$ cat config.mk
export PLATFORM = sky130hd
export DESIGN_NAME = fsm_seq_detect_param
export DESIGN_NICKNAME = d
export VERILOG_FILES = /design/src/rtl/seq_detect_pkg.sv /design/src/rtl/sat_counter.sv /design/src/rtl/fsm_seq_detect_param.sv
export SDC_FILE = /design/constraint.sdc
export NUM_CORES = 1
export LEC_CHECK = 0
export ABC_AREA = 1
export BUFFER_PORTS_ARGS = -buffer_cell sky130_fd_sc_hd__buf_2
export CORE_MARGIN = 3
export CORE_UTILIZATION = 35
export DETAILED_ROUTE_END_ITERATION = 6
export MAX_ROUTING_LAYER = met4
export SLEW_MARGIN = 30
export SYNTH_ARGS = -nofsm -noshare
export SYNTH_HDL_FRONTEND = slang
export SYNTH_SLANG_ARGS = --single-unit
$ cat constraint.sdc
create_clock -name clk -period 2.75 [get_ports clk]
set_input_delay 0.1375 -clock clk [delete_from_list [all_inputs] [get_ports clk]]
set_output_delay 0.1375 -clock clk [all_outputs]
set_load 0.02 [all_outputs]
$ cat src/rtl/seq_detect_pkg.sv
// Shared types and helpers for the parametrised serial pattern detector.
package seq_detect_pkg;

  localparam logic [1:0] OFF  = 2'd0;
  localparam logic [1:0] FILL = 2'd1;
  localparam logic [1:0] HUNT = 2'd2;

  typedef enum logic [1:0] {
    StOff  = OFF,
    StFill = FILL,
    StHunt = HUNT
  } state_e;

  // Ceiling log2, usable in constant expressions.
  function automatic int unsigned clog2(input int unsigned value);
    int unsigned result;
    result = 0;
    for (int i = 0; i < 32; i++) begin
      if ((64'(1) << i) < 64'(value)) result = i + 1;
    end
    return result;
  endfunction

endpackage

$ cat src/rtl/sat_counter.sv
// Saturating up-counter with synchronous clear; a clear coincident with an increment yields 1.
module sat_counter #(
  parameter int unsigned W = 8
) (
  input  logic         clk,
  input  logic         rst,
  input  logic         inc,
  input  logic         clr,
  output logic [W-1:0] count
);

  logic [W-1:0] count_q, count_d;

  always_comb begin
    count_d = count_q;
    if (clr) begin
      count_d = inc ? W'(1) : '0;
    end else if (inc && (count_q != '1)) begin
      count_d = count_q + W'(1);
    end
  end

  always_ff @(posedge clk or posedge rst) begin
    if (rst) count_q <= '0;
    else     count_q <= count_d;
  end

  assign count = count_q;

endmodule

$ cat src/rtl/fsm_seq_detect_param.sv
// Serial pattern detector with a runtime-loadable pattern of 1..PAT_W bits, overlap control,
// registered match pulse and saturating match counter.
module fsm_seq_detect_param
  import seq_detect_pkg::*;
#(
  parameter int unsigned      PAT_W       = 4,
  parameter int unsigned      CNT_W       = 8,
  parameter logic [PAT_W-1:0] DEFAULT_PAT = PAT_W'(4'b1011),
  parameter int unsigned      DEFAULT_LEN = 4,
  localparam int unsigned     LEN_W       = clog2(PAT_W + 1)
) (
  input  logic             clk,
  input  logic             rst,
  input  logic             en,
  input  logic             in_valid,
  input  logic             in_bit,
  input  logic             overlap_en,
  input  logic             pat_load,
  input  logic [PAT_W-1:0] pat_val,
  input  logic [LEN_W-1:0] pat_len,
  input  logic             cnt_clr,
  output logic             match,
  output logic [CNT_W-1:0] match_cnt,
  output logic             primed
);

  logic [PAT_W-1:0] pat_q, pat_d;
  logic [LEN_W-1:0] len_q, len_d;
  // The oldest bit is never needed after the shift, so only PAT_W-1 bits are stored.
  logic [PAT_W-2:0] hist_q, hist_d;
  logic [LEN_W-1:0] fill_q, fill_d;
  state_e           state_q, state_d;
  logic             match_q, match_d;

  logic [PAT_W-1:0] mask;
  logic [PAT_W-1:0] hist_nxt;
  logic [LEN_W-1:0] fill_nxt;
  logic             len_ok;
  logic             len_ok_d;
  logic             accept;
  logic             hit;

  always_comb begin
    mask = '0;
    for (int i = 0; i < int'(PAT_W); i++) begin
      mask[i] = (LEN_W'(i) < len_q);
    end
  end

  assign len_ok   = (len_q != '0) && (len_q <= LEN_W'(PAT_W));
  assign accept   = en & in_valid & ~pat_load;
  assign hist_nxt = {hist_q, in_bit};
  assign fill_nxt = (fill_q >= LEN_W'(PAT_W)) ? fill_q : fill_q + LEN_W'(1);
  assign hit      = accept & len_ok & (fill_nxt >= len_q) &
                    (((hist_nxt ^ pat_q) & mask) == '0);

  always_comb begin
    pat_d    = pat_q;
    len_d    = len_q;
    hist_d   = hist_q;
    fill_d   = fill_q;
    match_d  = 1'b0;
    state_d  = state_q;
    len_ok_d = 1'b0;

    if (pat_load) begin
      pat_d = pat_val;
      len_d = pat_len;
    end

    if (!en || pat_load) begin
      hist_d = '0;
      fill_d = '0;
    end else if (accept) begin
      match_d = hit;
      if (hit && !overlap_en) begin
        hist_d = '0;
        fill_d = '0;
      end else begin
        hist_d = hist_nxt[PAT_W-2:0];
        fill_d = fill_nxt;
      end
    end

    // State follows directly from the post-edge enable, fill and length.
    len_ok_d = (len_d != '0) && (len_d <= LEN_W'(PAT_W));
    if (!en) begin
      state_d = StOff;
    end else if (len_ok_d && (fill_d >= len_d)) begin
      state_d = StHunt;
    end else begin
      state_d = StFill;
    end
  end

  always_ff @(posedge clk or posedge rst) begin
    if (rst) begin
      pat_q   <= DEFAULT_PAT;
      len_q   <= LEN_W'(DEFAULT_LEN);
      hist_q  <= '0;
      fill_q  <= '0;
      state_q <= StOff;
      match_q <= 1'b0;
    end else begin
      pat_q   <= pat_d;
      len_q   <= len_d;
      hist_q  <= hist_d;
      fill_q  <= fill_d;
      state_q <= state_d;
      match_q <= match_d;
    end
  end

  sat_counter #(
    .W(CNT_W)
  ) u_match_cnt (
    .clk  (clk),
    .rst  (rst),
    .inc  (match_d),
    .clr  (cnt_clr),
    .count(match_cnt)
  );

  assign match  = match_q;
  assign primed = (state_q == StHunt);

endmodule

==> impl_results.md <==
- Result of the run: completed
- Count of nets after finishing: approximately 260
- Maximum Capacitance Violations: 0
- Fmax: about 370 MHz
- Wire per inst: roughly 11 µm
- Synthesized net count: 226
- Worst-case hold slack: a little over 0.07 ns
- WP data required: about 3.0 ns
- Worst-skew pair later-pin latency: 0.27 ns
- Post-synth EDFFs: 0
- Hold worst-path end: pat_q[0]$_DFFE_PP1P_
- Initial core utilization: between 30 and 40%
- Boundary pin count: 25
- Area delta synth->final: 22.4%
- Per-cell via count in the routed design: 4.57
- Final setup violation count: 0
- Post-synth top area share: between 30% and 40%
- Top fanout value on the critical path: 5
- Post-placement worst setup slack: around 0.025 ns
- Global placer's final weighted congestion: approximately 0.75
- Total power per unit cell area: 466 nW/µm²
- Number of global-route vias before repair: 1129
- Root buf cell: sky130_fd_sc_hd__clkbuf_8
- Fin. Hold Viols: 0
- Residual DRC count: 0
- Share of the core filled with cells in the final layout: 45.3%
- Global-route usage over all layers: 12.7%
- Inserted Diodes: 0
- Leak: slightly above 1 nW
- Most used cells in the layout excluding fill and tap cells: 62 x sky130_fd_sc_hd__nand2_1, 27 x sky130_fd_sc_hd__inv_1, 24 x sky130_fd_sc_hd__buf_2
- Setup repair after global routing missed its margin: true
- Count of clock tree sinks: 24
- Critical Path Sink Type: flip-flop
- Arrival time reported for the critical path endpoint: 2.93 ns
- Most frequently used flop master after synthesis: sky130_fd_sc_hd__dfrtp_1
- Total Die Area: 5110 µm²
- Mean post-synth cell area: between 7 and 8 µm²
- Worst hold stages: 3
- CTS H-Tree Depth: 1
- Site Rows: 23
- Cell area after technology mapping: 1500 µm²
- Area of all placed cells without fillers: between 1500 and 2000 µm²
- Largest net degree at the start of global routing: 25
- Critical Path Start: fill_q[0]$_DFF_PP0_
- Leading cell types by total area after synthesis: sky130_fd_sc_hd__dfrtp_1 33%, sky130_fd_sc_hd__nand2_1 16%, sky130_fd_sc_hd__ha_1 7.5%
- Cell area reported after detailed placement: 1680 µm²
- Maximum vdd ir drop: 0.000240 V
- Overall die height: 71.5 µm
- Total number of yosys warnings: 0
- Number of buffers added on ports: 24
- Deepest clock path buffer count: 2
- Number of storage elements in the synthesis netlist: 24
- Slew headroom: roughly two thirds
- Startpoint of the lowest-slack register-to-register path: fill_q[0]$_DFF_PP0_
- Yosys top cell by area: sky130_fd_sc_hd__dfrtp_1
- Worst r2r path cells: 18
- Core region area: just over 4000 µm²
- Startpoint kind of the worst setup timing path: flip-flop
- Period utilisation layout: 98.7%
- Fraction of layout instances using a drive strength above 1: between 20% and 30%
- Most common cell after layout, fill and taps aside: sky130_fd_sc_hd__nand2_1
- Classification of the worst setup path: flip-flop to flip-flop
- # fillers: around 430
- Cell Count, Final, Fillers Out: 282
- Count of final max-slew check failures: 0
- Seq/Total Area, Yosys: between 40 and 50%
- Pre-Repair DR Iteration Count: 4
- Type of the worst min-delay path: primary input to flip-flop
- Setup clock skew after layout: 0.00196 ns
- Number of instances in the placed design: roughly 280
- CTS buffer count: 3
- DRC marker count from the first detailed-route iteration: 78
- Synth cell types: 25
- Worst Hold Launch: pat_val[0]
- Post-layout worst setup margin: about 0.036 ns
- Via count: between 1000 and 1500
- Number of antenna violations at the first check in global routing: 0
- Chip Width: 71.5 µm
- Detail Route Antenna Nets: 0
- Worst-case register-to-register setup slack: ~0.036 ns
- Synthesized instance count: around 200
- Min cycle time layout: ~2.7 ns
- Async set-reset flop share out of synthesis: 100%
- Total global routing overflow: 0
- Destination of the worst register-to-register timing path: state_q[0]$_DFF_PP0_
- Global-route wire length before repair: between 5000 and 6000 µm
- Worst Tran Pin Value: roughly 0.51 ns
- Clock tree from TritonCTS: done
- Clock edge transition at the registers on the reported setup and hold paths: 0.09 ns
- Final wirelength: between 3000 and 4000 µm
- Post-DP HPWL: around 2200 µm
## Yosys cell counts, drive strengths merged (2+ instances only)
master	instances
xor2	5
a21oi	4
nand3	22
dfrtp	20
dfstp	4
nor2	23
nand2	63
inv	32
ha	9
o21ai	9
or2	2
## worst max-delay path by stage
stage | depth (start not counted) | slack [ns] | to
detailed placement | 18 | 0.03 | state_q[0]$_DFF_PP0_
floorplan | 16 | 0.20 | state_q[0]$_DFF_PP0_
CTS | 18 | 0.02 | state_q[0]$_DFF_PP0_
finish | 18 | 0.04 | state_q[0]$_DFF_PP0_
global placement | 18 | 0.07 | state_q[0]$_DFF_PP0_
global route | 18 | -0.22 | state_q[0]$_DFF_PP0_
## what timing repair did
action	CTS	global route
cloned	0	0
endpoints found under the setup margin	1	2
endpoints found under the hold margin	0	20
resized for setup	0	13
buffers inserted	1	1
hold buffers	0	1
pin swaps	0	12
## kinds of logic after synthesis
kind of cell,count (synthesis),synth area share [%]
compound gates,15,5.42
xor+xnor,6,3.50
buf+inv,34,8.76
fa+ha+maj,9,7.51
simple gates,114,34.4
flops,24,40.4
## flip-flops by register name, summed over array words and instances (netlist names)
signal	cells
fill_q	3
hist_q	3
len_q	3
match	1
pat_q	4
state_q	2
u_match_cnt.count	8
## where the power goes
part	internal [mW]	switching (mW)	leakage (nW)
combinational	0.0559	0.0903	0.688
sequential	0.375	0.0169	0.308
clock	0.195	0.122	0.0357
total	0.626	0.230	1.03
## cell type report
type / instances / area [µm²] / area share [%]
tap: 50 / 62.6 / 3.41
timing repair buffer: 28 / 153 / 8.31
clock buffer: 3 / 41.3 / 2.25
inverter: 32 / 120 / 6.54
sequential: 24 / 606 / 33.0
clock inverter: 1 / 30.0 / 1.63
multi-input combinational: 144 / 825 / 44.9
## metal layers
layer | global-route usage, % | share of wire, % | vias to the layer above
met3 | 1.54 | 3.3 | 4
met2 | 18.2 | 47 | 18
met5 | - | 0 | -
met1 | 18.7 | 48 | 582
li1 | - | - | 685
met4 | 3.76 | 1.2 | 0
## critical path, cell delays in order, from the launching register on
cell	delay [ns]
sky130_fd_sc_hd__dfrtp_1	0.42
sky130_fd_sc_hd__inv_2	0.10
sky130_fd_sc_hd__ha_4	0.21
sky130_fd_sc_hd__nor2_4	0.10
sky130_fd_sc_hd__a21oi_2	0.05
sky130_fd_sc_hd__ha_1	0.28
sky130_fd_sc_hd__nand2_1	0.06
sky130_fd_sc_hd__a21oi_2	0.11
sky130_fd_sc_hd__nor2_2	0.06
sky130_fd_sc_hd__nor2_4	0.15
sky130_fd_sc_hd__nand3b_4	0.12
sky130_fd_sc_hd__a21oi_2	0.15
sky130_fd_sc_hd__ha_1	0.23
sky130_fd_sc_hd__inv_1	0.05
sky130_fd_sc_hd__nand2_1	0.06
sky130_fd_sc_hd__a21oi_2	0.15
sky130_fd_sc_hd__nor2_1	0.06
sky130_fd_sc_hd__o21ai_1	0.16
sky130_fd_sc_hd__and2_1	0.14
## metrics by stage
| step | total power, mW | TNS (ns) |
|---|---|---|
| floorplan | 0.492 | 0 |
| detailed placement | 0.531 | 0 |
| CTS | 0.851 | 0 |
| global placement | 0.529 | 0 |
| finish | 0.855 | 0 |
| global route | 0.900 | -0.389 |
Power figures use the tool's default switching activity.
